[config.mk]
export PLATFORM = sky130hd
export DESIGN_NAME = alu_serial_ctrl_flat
export DESIGN_NICKNAME = d
export VERILOG_FILES = /design/src/rtl/alu_pkg.sv /design/src/rtl/alu_serial_ctrl_if.sv /design/src/rtl/alu_slice_1b.sv /design/src/rtl/alu_serial_ctrl.sv /design/src/flat_wrapper.sv
export SDC_FILE = /design/constraint.sdc
export NUM_CORES = 1
export LEC_CHECK = 0
export CAP_MARGIN = 20
export CORE_MARGIN = 5
export CORE_UTILIZATION = 52
export CTS_CLUSTER_SIZE = 40
export DETAILED_ROUTE_END_ITERATION = 10
export PLACE_DENSITY_LB_ADDON = 0.25
export SYNTH_ARGS = -nofsm -noshare
export SYNTH_HDL_FRONTEND = slang
export SYNTH_SLANG_ARGS = --single-unit
[constraint.sdc]
create_clock -name clk -period 4.7 [get_ports clk]
set_clock_uncertainty 0.2 [all_clocks]
set_input_delay 0.705 -clock clk [delete_from_list [all_inputs] [get_ports clk]]
set_output_delay 0.705 -clock clk [all_outputs]
set_load 0.02 [all_outputs]
[src/rtl/alu_pkg.sv]
// -----------------------------------------------------------------------------
// alu_pkg
// Shared definitions for the bit-serial ALU sequencer and its 1-bit slice.
//   - cntrl op encodings (OP_*)
//   - one-hot slice enable constants (EN_*)
//   - sequencer state enum (IDLE/RUN/DONE)
//   - decode(): maps a 3-bit op to the one-hot slice enable
//   - is_arith(): true for the enables that use the carry chain (ADD/SUB)
// -----------------------------------------------------------------------------
package alu_pkg;

    localparam logic [2:0] OP_PASS = 3'b000;
    localparam logic [2:0] OP_ADD  = 3'b010;
    localparam logic [2:0] OP_SUB  = 3'b011;
    localparam logic [2:0] OP_AND  = 3'b100;
    localparam logic [2:0] OP_OR   = 3'b101;
    localparam logic [2:0] OP_XOR  = 3'b110;

    localparam logic [7:0] EN_NONE = 8'h00;
    localparam logic [7:0] EN_PASS = 8'h01;
    localparam logic [7:0] EN_ADD  = 8'h04;
    localparam logic [7:0] EN_SUB  = 8'h08;
    localparam logic [7:0] EN_AND  = 8'h10;
    localparam logic [7:0] EN_OR   = 8'h20;
    localparam logic [7:0] EN_XOR  = 8'h40;
    localparam logic [7:0] EN_NOP  = 8'h80;

    typedef enum logic [1:0] {
        IDLE = 2'd0,
        RUN  = 2'd1,
        DONE = 2'd2
    } state_t;

    // Undefined ops (001/111) select the NOP enable so the slice outputs 0.
    function automatic logic [7:0] decode(input logic [2:0] op);
        logic [7:0] en;
        case (op)
            OP_PASS: en = EN_PASS;
            OP_ADD:  en = EN_ADD;
            OP_SUB:  en = EN_SUB;
            OP_AND:  en = EN_AND;
            OP_OR:   en = EN_OR;
            OP_XOR:  en = EN_XOR;
            default: en = EN_NOP;
        endcase
        return en;
    endfunction

    function automatic logic is_arith(input logic [7:0] en);
        return (en == EN_ADD) || (en == EN_SUB);
    endfunction

endpackage

[src/rtl/alu_serial_ctrl_if.sv]
// -----------------------------------------------------------------------------
// alu_serial_ctrl_if
// Request/response bus of the bit-serial ALU sequencer.
//   Request : start_valid/start_ready handshake carrying cntrl, a, b
//   Response: result_valid/result_ready handshake carrying result and
//             the NZVC flags (negative, zero, overflow, carry_out)
//   enabler : one-hot function enable currently presented to the 1-bit slice
// Modports: master = requester/consumer side, slave = sequencer side.
// -----------------------------------------------------------------------------
interface alu_serial_ctrl_if #(
    parameter int WIDTH = 64
);
    logic             start_valid;
    logic             start_ready;
    logic [2:0]       cntrl;
    logic [WIDTH-1:0] a;
    logic [WIDTH-1:0] b;
    logic [7:0]       enabler;
    logic             result_valid;
    logic             result_ready;
    logic [WIDTH-1:0] result;
    logic             negative;
    logic             zero;
    logic             overflow;
    logic             carry_out;

    modport master (
        output start_valid, cntrl, a, b, result_ready,
        input  start_ready, enabler, result_valid, result,
               negative, zero, overflow, carry_out
    );

    modport slave (
        input  start_valid, cntrl, a, b, result_ready,
        output start_ready, enabler, result_valid, result,
               negative, zero, overflow, carry_out
    );
endinterface

[src/rtl/alu_slice_1b.sv]
// -----------------------------------------------------------------------------
// alu_slice_1b
// Combinational 1-bit ALU slice driven by a one-hot function enable.
//   a, b     : operand bits
//   cin      : carry in (used by ADD/SUB only)
//   enabler  : one-hot function select (EN_* from alu_pkg)
//   out      : result bit
//   cout     : carry out (0 for every non-arithmetic function)
// SUB is A + ~B + cin: the slice inverts b itself whenever the SUB enable
// is set, the sequencer only has to seed cin=1 for the first bit.
// -----------------------------------------------------------------------------
module alu_slice_1b
    import alu_pkg::*;
(
    input  logic       a,
    input  logic       b,
    input  logic       cin,
    input  logic [7:0] enabler,
    output logic       out,
    output logic       cout
);

    logic b_eff;

    assign b_eff = enabler[3] ? ~b : b;

    always_comb begin
        out  = 1'b0;
        cout = 1'b0;
        case (enabler)
            EN_PASS: out = b;
            EN_ADD,
            EN_SUB: begin
                out  = a ^ b_eff ^ cin;
                cout = (a & b_eff) | (a & cin) | (b_eff & cin);
            end
            EN_AND:  out = a & b;
            EN_OR:   out = a | b;
            EN_XOR:  out = a ^ b;
            default: begin
                out  = 1'b0;
                cout = 1'b0;
            end
        endcase
    end

endmodule

[src/rtl/alu_serial_ctrl.sv]
// -----------------------------------------------------------------------------
// alu_serial_ctrl
// Bit-serial ALU sequencer. Accepts an op and two WIDTH-bit operands, then
// walks them LSB first through a single alu_slice_1b, one bit per cycle,
// keeping the carry in a register between bits. The result and NZVC flags
// are offered on a second valid/ready handshake.
// Ports:
//   clk      : clock, all state changes on the rising edge
//   reset_n  : asynchronous active-low reset
//   bus      : alu_serial_ctrl_if.slave (request, response, enabler)
// Parameters:
//   WIDTH    : operand/result width (>= 2)
// Configuration macro:
//   ALU_SERIAL_BYPASS_EN : when defined, PASS_B/AND/OR/XOR/no-op are
//                          computed in parallel at the accept edge and go
//                          straight to DONE; ADD/SUB stay serial.
// -----------------------------------------------------------------------------
module alu_serial_ctrl
    import alu_pkg::*;
#(
    parameter int WIDTH = 64
) (
    input  logic                clk,
    input  logic                reset_n,
    alu_serial_ctrl_if.slave    bus
);

    localparam int IDX_W = $clog2(WIDTH);

    state_t           state;
    state_t           next_state;
    logic [WIDTH-1:0] a_reg;
    logic [WIDTH-1:0] b_reg;
    logic [WIDTH-1:0] result_reg;
    logic [WIDTH-1:0] result_next;
    logic [7:0]       enabler_reg;
    logic             carry;
    logic [IDX_W-1:0] idx;
    logic             negative_reg;
    logic             zero_reg;
    logic             overflow_reg;
    logic             carry_out_reg;
    logic             start_ready_c;
    logic             result_valid_c;
    logic             accept;
    logic             last_bit;
    logic             bypass;
    logic             slice_out;
    logic             slice_cout;

    assign accept   = (state == IDLE) && bus.start_valid;
    assign last_bit = (idx == IDX_W'(WIDTH - 1));

`ifdef ALU_SERIAL_BYPASS_EN
    logic [WIDTH-1:0] bypass_result;

    assign bypass = !is_arith(decode(bus.cntrl));

    // Full-width result for the ops that need no carry chain.
    always_comb begin
        bypass_result = '0;
        case (bus.cntrl)
            OP_PASS: bypass_result = bus.b;
            OP_AND:  bypass_result = bus.a & bus.b;
            OP_OR:   bypass_result = bus.a | bus.b;
            OP_XOR:  bypass_result = bus.a ^ bus.b;
            default: bypass_result = '0;
        endcase
    end
`else
    assign bypass = 1'b0;
`endif

    alu_slice_1b u_slice (
        .a       (a_reg[idx]),
        .b       (b_reg[idx]),
        .cin     (carry),
        .enabler (enabler_reg),
        .out     (slice_out),
        .cout    (slice_cout)
    );

    // Result with the current slice bit merged in; the final zero flag is
    // taken from this so it covers all WIDTH bits including the MSB.
    always_comb begin
        result_next      = result_reg;
        result_next[idx] = slice_out;
    end

    always_ff @(posedge clk or negedge reset_n) begin
        if (!reset_n) begin
            state <= IDLE;
        end else begin
            state <= next_state;
        end
    end

    always_comb begin
        next_state     = state;
        start_ready_c  = 1'b0;
        result_valid_c = 1'b0;
        case (state)
            IDLE: begin
                start_ready_c = 1'b1;
                if (bus.start_valid) begin
                    next_state = bypass ? DONE : RUN;
                end
            end
            RUN: begin
                if (last_bit) begin
                    next_state = DONE;
                end
            end
            DONE: begin
                result_valid_c = 1'b1;
                if (bus.result_ready) begin
                    next_state = IDLE;
                end
            end
            default: next_state = IDLE;
        endcase
    end

    // Operand capture, per-bit result write-back and flag generation.
    // On the last bit the carry register still holds the carry into the
    // MSB, so overflow is that carry XOR the slice's final carry out.
    always_ff @(posedge clk or negedge reset_n) begin
        if (!reset_n) begin
            a_reg         <= '0;
            b_reg         <= '0;
            result_reg    <= '0;
            enabler_reg   <= EN_NONE;
            carry         <= 1'b0;
            idx           <= '0;
            negative_reg  <= 1'b0;
            zero_reg      <= 1'b0;
            overflow_reg  <= 1'b0;
            carry_out_reg <= 1'b0;
        end else begin
            case (state)
                IDLE: begin
                    if (accept) begin
                        a_reg       <= bus.a;
                        b_reg       <= bus.b;
                        enabler_reg <= decode(bus.cntrl);
                        carry       <= (bus.cntrl == OP_SUB);
                        idx         <= '0;
`ifdef ALU_SERIAL_BYPASS_EN
                        if (bypass) begin
                            result_reg    <= bypass_result;
                            negative_reg  <= bypass_result[WIDTH-1];
                            zero_reg      <= (bypass_result == '0);
                            overflow_reg  <= 1'b0;
                            carry_out_reg <= 1'b0;
                        end
`endif
                    end
                end
                RUN: begin
                    result_reg <= result_next;
                    carry      <= slice_cout;
                    idx        <= idx + 1'b1;
                    if (last_bit) begin
                        idx           <= '0;
                        negative_reg  <= slice_out;
                        zero_reg      <= (result_next == '0);
                        overflow_reg  <= is_arith(enabler_reg) ? (carry ^ slice_cout) : 1'b0;
                        carry_out_reg <= is_arith(enabler_reg) ? slice_cout : 1'b0;
                    end
                end
                DONE: begin
                    if (bus.result_ready) begin
                        enabler_reg <= EN_NONE;
                    end
                end
                default: begin
                    enabler_reg <= EN_NONE;
                end
            endcase
        end
    end

    assign bus.start_ready  = start_ready_c;
    assign bus.result_valid = result_valid_c;
    assign bus.enabler      = enabler_reg;
    assign bus.result       = result_reg;
    assign bus.negative     = negative_reg;
    assign bus.zero         = zero_reg;
    assign bus.overflow     = overflow_reg;
    assign bus.carry_out    = carry_out_reg;

endmodule

[src/flat_wrapper.sv]
// flat-port wrapper written by rule: the top's interface ports become plain ports
module alu_serial_ctrl_flat import alu_pkg::*;
#(
    parameter int WIDTH = 64
)
  (clk, reset_n, bus_start_valid, bus_cntrl, bus_a, bus_b, bus_result_ready, bus_start_ready, bus_enabler, bus_result_valid, bus_result, bus_negative, bus_zero, bus_overflow, bus_carry_out);
  alu_serial_ctrl_if #(.WIDTH(WIDTH)) bus_i ();
  input  logic clk;
  input  logic reset_n;
  input wire logic [$bits(bus_i.start_valid)-1:0] bus_start_valid;
  input wire logic [$bits(bus_i.cntrl)-1:0] bus_cntrl;
  input wire logic [$bits(bus_i.a)-1:0] bus_a;
  input wire logic [$bits(bus_i.b)-1:0] bus_b;
  input wire logic [$bits(bus_i.result_ready)-1:0] bus_result_ready;
  output wire logic [$bits(bus_i.start_ready)-1:0] bus_start_ready;
  output wire logic [$bits(bus_i.enabler)-1:0] bus_enabler;
  output wire logic [$bits(bus_i.result_valid)-1:0] bus_result_valid;
  output wire logic [$bits(bus_i.result)-1:0] bus_result;
  output wire logic [$bits(bus_i.negative)-1:0] bus_negative;
  output wire logic [$bits(bus_i.zero)-1:0] bus_zero;
  output wire logic [$bits(bus_i.overflow)-1:0] bus_overflow;
  output wire logic [$bits(bus_i.carry_out)-1:0] bus_carry_out;
  assign bus_i.start_valid = bus_start_valid;
  assign bus_i.cntrl = bus_cntrl;
  assign bus_i.a = bus_a;
  assign bus_i.b = bus_b;
  assign bus_i.result_ready = bus_result_ready;
  assign bus_start_ready = bus_i.start_ready;
  assign bus_enabler = bus_i.enabler;
  assign bus_result_valid = bus_i.result_valid;
  assign bus_result = bus_i.result;
  assign bus_negative = bus_i.negative;
  assign bus_zero = bus_i.zero;
  assign bus_overflow = bus_i.overflow;
  assign bus_carry_out = bus_i.carry_out;
  alu_serial_ctrl #(.WIDTH(WIDTH)) u_core (.clk(clk), .reset_n(reset_n), .bus(bus_i));
endmodule
==> out/metrics.csv <==
stage,metric,value,unit
grt,wire length of the first global-routing pass,50.64,mm
die,Die Y-Extent,152.4,µm
worst_setup_path,CP endpoint kind,register,
yosys,"Seq/Total Area, Yosys",0.5030,
yosys,Syn Inst Count,1235,
yosys,largest area contributor in the synthesized netlist,dfrtp_1,
status,status,finished clean,
clock_tree,clock root cell,clkbuf_16,
clock_tree,clock net sink count,212,
yosys,post-synthesis adder-cell area fraction,0.005457,
timing,Relative slew margins,0.2698,
route,Residual DRC,0,
timing,Final WS setup,0.3379,ns
grt,antenna violations before repair,0,
route,WL met1,13.07,mm
yosys,number of flops mapped to enable cells by yosys,0,
yosys,synth warn,0,
timing,fin crit period,4.362,ns
clock_tree,setup bufs post-CTS,0,
yosys,largest family of logic cells by synthesized area,simple AND/OR/NAND/NOR gates,
layout,Area Growth Syn to Fin,29.96,%
route,Initial DRC Count,987,
yosys,Synth area leaders,"dfrtp_1 (50%), nand2_1 (16%), a31oi_1 (4.2%)",
clock_tree,clock latency on the worst-skew pair,0.51,ns
place,GP Congestion,0.9265,
timing,Final Hold Vio Count,0,
route,routed vias,9978,
grt,vias in the first global route,9440,
power,Static Leak,6.268,nW
yosys,post-synthesis compound-gate area fraction,0.1727,
power,P per Cell Area,691.7,nW/µm²
yosys,Synth async-reset ratio,1.000,
die,CORE AREA,20100,µm²
layout,Multi-input gate area,4816,µm²
worst_setup_path,Setup crit start kind,register,
route,drt wl/cell,18.89,µm
die,die area,23230,µm²
yosys,simple-gate portion of the synthesized area,0.2358,
grt,grt ovf,0,
grt,GRT Util Overall,0.2643,
layout,fill count,1615,
yosys,Unique masters post-synth,62,
layout,layout cells sized above 1,0.06788,
timing,final setup vio count,0,
place,# port buffers,211,
layout,nets,1551,
timing,fmax,229.2,MHz
yosys,Mapped Area,10550,µm²
grt,pin count of the biggest net entering global routing,131,
timing,Worst Max-Slew Pin Slew,1.091,ns
place,Setup Slack @ Placement,0.4382,ns
layout,ant diodes,0,
layout,register area,5306,µm²
timing,"Slew Viols, Final",0,
yosys,"Avg Cell Area, Syn",8.541,µm²
route,Post-DRT Antenna Nets,0,
clock_tree,clock-pin slew on the worst setup and hold paths,0.06,ns
yosys,post-synthesis mux area share,0.03499,
yosys,Post-Synth XOR/XNOR Area,0.004152,
flow_run,MaxCap Viol Count,0,
worst_setup_path,Crit Path Class,register to register,
clock_tree,Clock H-tree levels,1,
die,starting density of the core,0.5246,
route,WL met2,14.87,mm
die,Ports,213,
route,Total Wirelength,32.10,mm
yosys,post-synth top area share,0.5030,
worst_setup_path,critical path required time,4.83,ns
yosys,Syn Nets,1374,
yosys,synthesis-stage register bit count,212,
worst_setup_path,worst r2r src,u_core.idx[2],
route,DR pass1 iterations,5,
route,Top Metal Used,met4,
die,die width,152.4,µm
clock_tree,CTS tree,done,
power,Max VDD drop,0.3016,mV
worst_setup_path,FF-to-FF End,u_core.bus.result[6],
timing,RSZ-0062 raised after global routing,false,
worst_setup_path,Crit Path Max Fanout,34,
worst_setup_path,r2r worst-path depth,17,
hold_path,min-delay worst type,input pin to asynchronous set/reset pin,
route,vias per cell,5.873,
worst_setup_path,R2R setup slack,0.34,ns
clock_tree,Hold Buf Count CTS,0,
worst_setup_path,Worst EP arrival,4.50,ns
route,met3 routed WL,2.793,mm
yosys,Synth Flop Type,dfrtp_1,
clock_tree,cts repair resizes,0,
place,DP Wirelength,22.08,mm
die,# rows,52,
clock_tree,Max clock buf depth,3,
timing,Setup TNS,0,ns
timing,final period utilization,0.9281,
clock_tree,TritonCTS Buffers,23,
==> final cells by class <==
type	instances	area share
Clock buffer	32	0.04737
Multi-Input combinational cell	917	0.3513
Sequential cell	212	0.3871
Tap cell	270	0.02464
Inverter	5	0.001369
Timing Repair Buffer	253	0.1800
Clock inverter	10	0.008215
==> per-stage QoR <==
step / cell area, µm² / instances / total power, mW / utilization / hold slack, ns
2_1_floorplan: 10550 / 1235 / 5.936 / - / 0.2094
3_3_place_gp: 12890 / 1651 / 7.427 / 0.6412 / 0.2556
3_5_place_dp: 12920 / 1654 / 7.564 / 0.6426 / 0.2609
4_1_cts: 13680 / 1696 / 9.426 / 0.6805 / 0.1610
5_1_grt: 13710 / 1699 / 10.06 / 0.6819 / 0.2107
6_report: 13710 / 1699 / 9.483 / 0.6819 / 0.1477
==> routing by layer <==
metal	vias to the layer above	GRT usage
li1	4646	-
met1	4692	0.3590
met2	538	0.4270
met3	102	0.04885
met4	0	0.09928
met5	-	0
==> power breakdown <==
| part | internal [mW] | switching [mW] |
|---|---|---|
| registers | 2.67 | 0.752 |
| logic | 1.75 | 2.50 |
| clock network | 1.08 | 0.736 |
==> how the worst max path moves through the flow <==
stage | from | to | slack (ns) | cells after the start
detailed placement | u_core.idx[2] | u_core.bus.result[25] | 0.44 | 17
global route | u_core.idx[0] | u_core.bus.zero | 0.03 | 17
finish | u_core.idx[2] | u_core.bus.result[6] | 0.34 | 17
floorplan | u_core.idx[0] | u_core.bus.zero | 0.59 | 21
global placement | u_core.idx[2] | u_core.bus.result[39] | 0.48 | 17
CTS | u_core.idx[2] | u_core.bus.result[6] | 0.40 | 17
==> worst max-delay path, stage by stage, from the launching register on <==
cell and delay (ns):
dfrtp_1 0.41, buf_4 0.22, and3_1 0.34, a22o_1 0.23, a221oi_1 0.24, nand3_1 0.17
a22oi_1 0.27, and4_1 0.33, ha_1 0.26, nand2_1 0.06, nor2_1 0.04, a21oi_1 0.11
o32ai_1 0.09, a32oi_1 0.22, buf_4 0.28, and2_2 0.20, buf_4 0.34, a31oi_1 0.15
==> synth_stat cells, drive strengths merged, types with 3 or more instances <==
cell / n
a211oi: 3
o22ai: 8
a21oi: 82
o21ai: 12
o2111ai: 7
o31ai: 7
nor3b: 6
o211ai: 6
o41ai: 4
and2: 6
ha: 3
a41oi: 3
nor2: 40
nand4: 10
a31oi: 71
a22oi: 38
or3: 3
buf: 33
nor4: 6
o32ai: 6
mux4: 3
mux2i: 29
dfrtp: 212
nor2b: 8
a221oi: 8
a22o: 7
and3b: 3
nor3: 17
nand2: 461
and3: 4
a21boi: 6
xor2: 4
inv: 5
clkbuf: 68
nand3: 15
nand2b: 8
o21a: 3
==> cell usage in the layout, fill, tap and decap left out, types with 7 or more instances in the layout <==
master	n
o21ai_0	12
a31oi_1	71
dfrtp_1	211
a22o_1	7
nand4_1	9
o22ai_1	8
nor3_1	15
clkdlybuf4s50_1	210
o31ai_1	7
clkbuf_16	23
nor2b_1	8
mux2i_1	29
nor2_1	40
a221oi_1	8
a21oi_1	82
buf_4	37
a22oi_1	38
nand3_1	14
nand2_1	460
nand2b_1	8
==> kinds of logic after synthesis <==
family          count (synthesis)
other cells                     1
flops                         212
xor+xnor                        5
fa+ha+maj                       4
simple gates                  596
mux                            33
buf+inv                       106
compound gates                278
Note: power is estimated with default switching activity, not from simulation.
==> variant 1: new RTL, config.mk and constraints unchanged <==
`WIDTH` is set to 64 in 3 places; all go to 32.
--- a/src/rtl/alu_serial_ctrl_if.sv
+++ b/src/rtl/alu_serial_ctrl_if.sv
@@ -8,7 +8,7 @@
 // Modports: master = requester/consumer side, slave = sequencer side.
 // -----------------------------------------------------------------------------
 interface alu_serial_ctrl_if #(
-    parameter int WIDTH = 64
+    parameter int WIDTH = 32
 );
     logic             start_valid;
     logic             start_ready;
--- a/src/rtl/alu_serial_ctrl.sv
+++ b/src/rtl/alu_serial_ctrl.sv
@@ -18,7 +18,7 @@
 module alu_serial_ctrl
     import alu_pkg::*;
 #(
-    parameter int WIDTH = 64
+    parameter int WIDTH = 32
 ) (
     input  logic                clk,
     input  logic                reset_n,
--- a/src/flat_wrapper.sv
+++ b/src/flat_wrapper.sv
@@ -1,7 +1,7 @@
 // flat-port wrapper written by rule: the top's interface ports become plain ports
 module alu_serial_ctrl_flat import alu_pkg::*;
 #(
-    parameter int WIDTH = 64
+    parameter int WIDTH = 32
 )
   (clk, reset_n, bus_start_valid, bus_cntrl, bus_a, bus_b, bus_result_ready, bus_start_ready, bus_enabler, bus_result_valid, bus_result, bus_negative, bus_zero, bus_overflow, bus_carry_out);
   alu_serial_ctrl_if #(.WIDTH(WIDTH)) bus_i ();
Ports: changed (resized bus_a, bus_b and bus_result); port bits go from 213 to 117. The function was not compared with the original's and may differ.
==> variant 1 against the unedited design <==
- clock power fell by 28%
- setup slack improved by 0.018 ns
- sequential cell count fell by 97
- routed wire length fell by 47%
- global-route usage fell by 1.5 points
- area after synthesis fell by 42%
- total power fell by 43%
- cell area fell by 42%
- critical endpoint is now u_core.bus.zero
==> variant 1: results (changes against the unedited design) <==
[route]
avgViaCountPerCell=5.844  ; -0.49%
drt-pass1-iter-count=5  ; unchanged
wirelength_mm=17.14  ; -47%
drt_iter0_drc=553  ; -44%

[setup_path]
worst_path_dominant_cell_family=compound AO/OA/AOI/OAI gates
critPathMaxFanout=20  ; -41%
cp_slowest_stage_delay_ns=0.74  ; +0.33 ns
critical_path.slowest_cell=dfrtp_1
worst_ep_arrival_ns=4.44  ; -0.06 ns

[final_layout]
post_layout_nonfiller_instances=950  ; -44%
layout.nets=873  ; -44%
fill_cells=900  ; -44%
diodes=0  ; unchanged
final_design_area_no_fill_um2=7969  ; -42%
drive_gt1_share_pct=8.426  ; +1.6 points

[timing]
totalNegativeSetupSlack_ns=0  ; unchanged
worst_pin_slew_ns=0.8861  ; -0.2052 ns

[clocking]
root_buffer=clkbuf_16
post_cts_resize_count=0  ; unchanged
insertion_delay_ns=0.41  ; -0.10 ns
cts_max_level=4  ; +3
ctsLongestPathBuffers=2  ; -1
post-cts-setup-buffers=0  ; unchanged
cts_inserted_buffers=17  ; -26%
path_clk_slew_ns=0.05

[synth]
dominant_synthesized_flop_cell=dfrtp_1
synth_common_cells=nand2_1 (217), dfrtp_1 (115), o21ai_0 (46)
synthDistinctLibCells=65  ; +4.8%
yosys_warnings=0  ; unchanged
ys_top_cells_by_area=dfrtp_1 (47%), nand2_1 (13%), mux4_2 (4.4%)
fraction_of_the_yosys_area_taken_by_sequential_cells_pct=47.09  ; -3.2 points
avgSynthCellArea_um2=8.805  ; +3.1%
synth.net_count=773  ; -44%
async_flop_share_pct=100.0  ; unchanged

[grt]
grt_pass1_vias=5651  ; -40%
grt_start_max_net_pins=85  ; -35%
grt_antenna_before_repair=0  ; unchanged
grt_util_all_layers_pct=24.93  ; -1.5 points
grt_first_pass_wirelength_mm=28.63  ; -43%
grt_remaining_overflow=0  ; unchanged

[placed_design]
hpwl_mm=11.90  ; -46%
post-place-cells=916  ; -45%
port_buffers=115  ; -45%
placed_inst_area_um2=7333  ; -43%
gpl.final_weighted_congestion=0.9155  ; -1.2%

[power]
power_leakage_nw=3.562  ; -43%
largest_voltage_drop_on_the_vdd_net_mv=0.3510  ; +16%

[min_path]
hold_path.class=input pin to asynchronous set/reset pin

[outcome]
outcome=finished, final reports clean

[variant 1: cell count changes after synthesis, moves of 7 or more]
cell,unedited run,this run
dfrtp_1,212,115
a21oi_1,82,20
o31ai_1,7,32
clkbuf_1,68,35
mux2i_1,29,8
a31oi_1,71,6
buf_2,25,6
nand2_1,461,217
a22oi_1,38,4
mux4_2,3,12
nor3_1,16,8
inv_1,5,15
o21ai_0,12,46
nand3_1,14,7
[variant 1: kinds of logic (layout without fill, tap and decap cells)]
logic type,Yosys count,after routing,share of synthesized area (%)
AO/OA/AOI/OAI,148,148,16.18
XOR/XNOR,3,3,0.4301
flip-flops,115,115,47.09
other,1,1,0.06137
AND/OR/NAND/NOR,331,331,23.83
buffers and inverters,66,179,4.545
adder cells (fa/ha/maj),8,8,1.761
multiplexers,22,22,6.102
[variant 1: worst register-to-register path, delay by kind of cell (launching register included)]
family                     cells  cell delay, ns
DFF                            1            0.74
adders and majority gates      1            0.51
xor gates and xnor gates       1            0.19
and+or+nand+nor                4            1.02
AOI/OAI and AO/OA              7            1.36
buffers and inverters          1            0.20
[variant 1: area by class of cell]
type                    instances  area share [%]
flip-flops and latches        115           36.11
well taps                     143           2.245
clock inverters                10           1.649
clock buffers                  22           5.825
repair buffers                132           16.33
multi-input cells             513           37.13
inverters                      15          0.7065
[variant 1: worst paths after layout]
kind / startpoint / end / slack [ns] / depth (start not counted)
setup / recovery: u_core.idx[2] / u_core.bus.zero / 0.36 / 14
hold / removal: reset_n / u_core.bus.enabler[5] / 0.07 / 1
setup reg to reg: u_core.idx[2] / u_core.bus.zero / 0.36 / 14
hold reg to reg: u_core.bus.carry_out / u_core.bus.carry_out / 0.28 / 2
max in group asynchronous: reset_n / u_core.idx[1] / 3.43 / 2
min in group clk: u_core.bus.carry_out / u_core.bus.carry_out / 0.28 / 2
[variant 1: where the power goes]
| group | switching, mW | internal (mW) |
|---|---|---|
| combinational | 1.34 | 0.999 |
| sequential | 0.346 | 1.37 |
| clock | 0.451 | 0.857 |
| total | 2.13 | 3.23 |
[variant 1: per-layer routing]
layer	wire length, µm	track usage, %	share of wire, %
met1	7217	32.92	42
met2	8371	40.26	49
met3	1114	5.253	6.5
met4	438	10.28	2.6
met5	0	0	0
[variant 1: through the flow]
stage          power [mW]  setup slack (ns)
2_1_floorplan       3.241            0.4911
3_3_place_gp        3.927            0.4917
3_5_place_dp        3.997            0.4055
4_1_cts             5.349            0.3947
5_1_grt             5.705           0.01461
6_report            5.361            0.3558
==> variant 2: new RTL, same flow settings <==
Made on the original files. Re-encode `state_t` (3 states) as one-hot, 3 bits wide.
--- a/src/rtl/alu_pkg.sv
+++ b/src/rtl/alu_pkg.sv
@@ -25,10 +25,10 @@
     localparam logic [7:0] EN_XOR  = 8'h40;
     localparam logic [7:0] EN_NOP  = 8'h80;
 
-    typedef enum logic [1:0] {
-        IDLE = 2'd0,
-        RUN  = 2'd1,
-        DONE = 2'd2
+    typedef enum logic [2:0] {
+        IDLE = 3'b001,
+        RUN  = 3'b010,
+        DONE = 3'b100
     } state_t;
 
     // Undefined ops (001/111) select the NOP enable so the slice outputs 0.
Function: same outputs for any inputs over 10 cycles, from zero or initial values and one cycle with reset_n low; not proved beyond that.
==> variant 2 against the unedited design <==
- area after synthesis grew 0.55%
- cell area down 0.30%
- setup slack worse by 0.084 ns
- fmax down 1.9%
- combinational power decreased by 38%
- sequential cell count up 1
- total power shrank 25%
- routed wire length is 1.4% higher
- final cell count decreased by 0.82%
- global-route usage rose by 0.44 points
- utilization fell by 0.42 points
==> variant 2: results (changes against the unedited design) <==
[grt]
grt_start_max_net_pins=122  ; -6.9%
grt_pass1_vias=9506  ; +0.70%
grt_util_all_layers_pct=26.88  ; +0.44 points
grt_first_pass_wirelength_mm=51.71  ; +2.1%
grt_antenna_before_repair=0  ; unchanged

[clocking]
post-cts-setup-buffers=0  ; unchanged
root_buffer=clkbuf_16
ctsLongestPathBuffers=3  ; unchanged
path_clk_slew_ns=0.07
cts_inserted_buffers=21  ; -8.7%
insertion_delay_ns=0.50
cts_max_level=1  ; unchanged

[route]
drt_iter0_drc=1143  ; +16%
detailroute.via_count=9981  ; +0.030%
wirelength_mm=32.55  ; +1.4%
drt-pass1-iter-count=6  ; +1

[synth]
synth.net_count=1366  ; -0.58%
fraction_of_the_yosys_area_taken_by_sequential_cells_pct=50.27  ; about the same
synthDistinctLibCells=68  ; +9.7%
synth_common_cells=nand2_1 (426), dfrtp_1 (212), a21oi_1 (80)
synth_edf_count=0  ; unchanged
syn_area_um2=10610  ; +0.55%
async_flop_share_pct=100.0  ; unchanged
ys_top_cells_by_area=dfrtp_1 (50%), nand2_1 (15%), a31oi_1 (4.2%)
yosys_warnings=0  ; unchanged
synthCells=1227  ; -0.65%

[setup_path]
regToRegStartpoint=u_core.idx[2]
critical_path.startpoint_type=flop
critPathMaxFanout=14  ; -59%
worst_ep_arrival_ns=4.65  ; +0.15 ns

[min_path]
hold_path.class=input pin to asynchronous set/reset pin

[placed_design]
hpwl_mm=23.11  ; +4.7%
post-place-cells=1648  ; -0.36%
gpl.final_weighted_congestion=0.9709  ; +4.8%
port_buffers=211  ; unchanged
dp_slack_ns=0.1685  ; -0.2697 ns

[final_layout]
diodes=0  ; unchanged
fill_cells=1677  ; +3.8%
post_layout_nonfiller_instances=1685  ; -0.82%
drive_gt1_share_pct=6.784  ; about the same
layout.nets=1540  ; -0.71%

[outcome]
outcome=finished, final reports clean

[power]
power_leakage_nw=6.202  ; -1.0%
largest_voltage_drop_on_the_vdd_net_mv=0.3020  ; +0.13%

[timing]
max_slew_margin_pct=29.29  ; +2.3 points

variant 2: cell count changes after synthesis, moves of 5 or more:
cell      unedited run  this run
a211oi_1             3         8
nand2_1            461       426
mux2i_1             29        39
o21ai_0             12        41
buf_2               25        16
buf_4                1         7
a22oi_1             38        27
variant 2: final cells by class:
type	instances	area, µm²	share of cell area (%)
inverter	9	33.78	0.2472
clock inverter	5	75.07	0.5493
tap	270	337.8	2.472
timing repair buffer	248	2406	17.61
clock buffer	32	596.8	4.367
multi-input combinational	908	4882	35.72
sequential	213	5335	39.04
variant 2: repair_timing:
item | CTS | global route
resized for setup | 0 | 5
hold endpoints to repair | 0 | 0
setup endpoints to repair | 0 | 66
variant 2: cell families after synthesis:
logic type	after synthesis	synth area share [%]
flip-flops	213	50.27
AO/OA/AOI/OAI	289	17.19
adder cells (fa/ha/maj)	4	0.5428
other	1	0.03536
AND/OR/NAND/NOR	562	22.53
multiplexers	46	4.743
buffers and inverters	106	4.188
XOR/XNOR	6	0.4955
variant 2: worst max-delay path: stages (launching register included):
cell and delay [ns]:
dfrtp_1 0.64, nor2b_1 0.11, and2_1 0.25, buf_4 0.22
a221oi_1 0.38, nor2_1 0.09, nor4_2 0.33, buf_4 0.18
and3_1 0.16, ha_1 0.23, a31oi_1 0.16, o32ai_1 0.11
a22oi_1 0.19, buf_4 0.21, nand2_1 0.15, o41ai_1 0.35
nand4_1 0.17, o31ai_1 0.21
variant 2: report_power, final:
| group | switching [mW] | internal (mW) |
|---|---|---|
| clock | 0.689 | 0.983 |
| combinational | 1.61 | 1.01 |
| sequential | 0.412 | 2.43 |
| total | 2.71 | 4.43 |
variant 2: path summary, 6_finish.rpt:
check / endpoint / slack [ns] / cells after the start
max in group asynchronous: u_core.a_reg[8] / 3.12 / 2
worst max-delay path: u_core.bus.zero / 0.25 / 17
worst min register to register: u_core.b_reg[52] / 0.27 / 2
worst max register to register: u_core.bus.zero / 0.25 / 17
worst min-delay path: u_core.b_reg[49] / 0.18 / 1
min in group clk: u_core.b_reg[52] / 0.27 / 2
variant 2: per-stage QoR:
stage,cell area (µm²),TNS (ns)
global placement,12970,0
floorplan,10610,0
global route,13670,-0.03544
finish,13670,0
detailed placement,12970,0
CTS,13640,0
variant 2: metal layers:
| metal | wire length [µm] | part of all wire (%) | track usage (%) | vias up |
|---|---|---|---|---|
| met2 | 15080 | 46 | 43.06 | 518 |
| met4 | 914 | 2.8 | 6.873 | 0 |
| li1 | - | - | - | 4637 |
| met1 | 13550 | 42 | 38.59 | 4753 |
| met3 | 3008 | 9.2 | 4.467 | 73 |
| met5 | 0 | 0 | 0 | - |
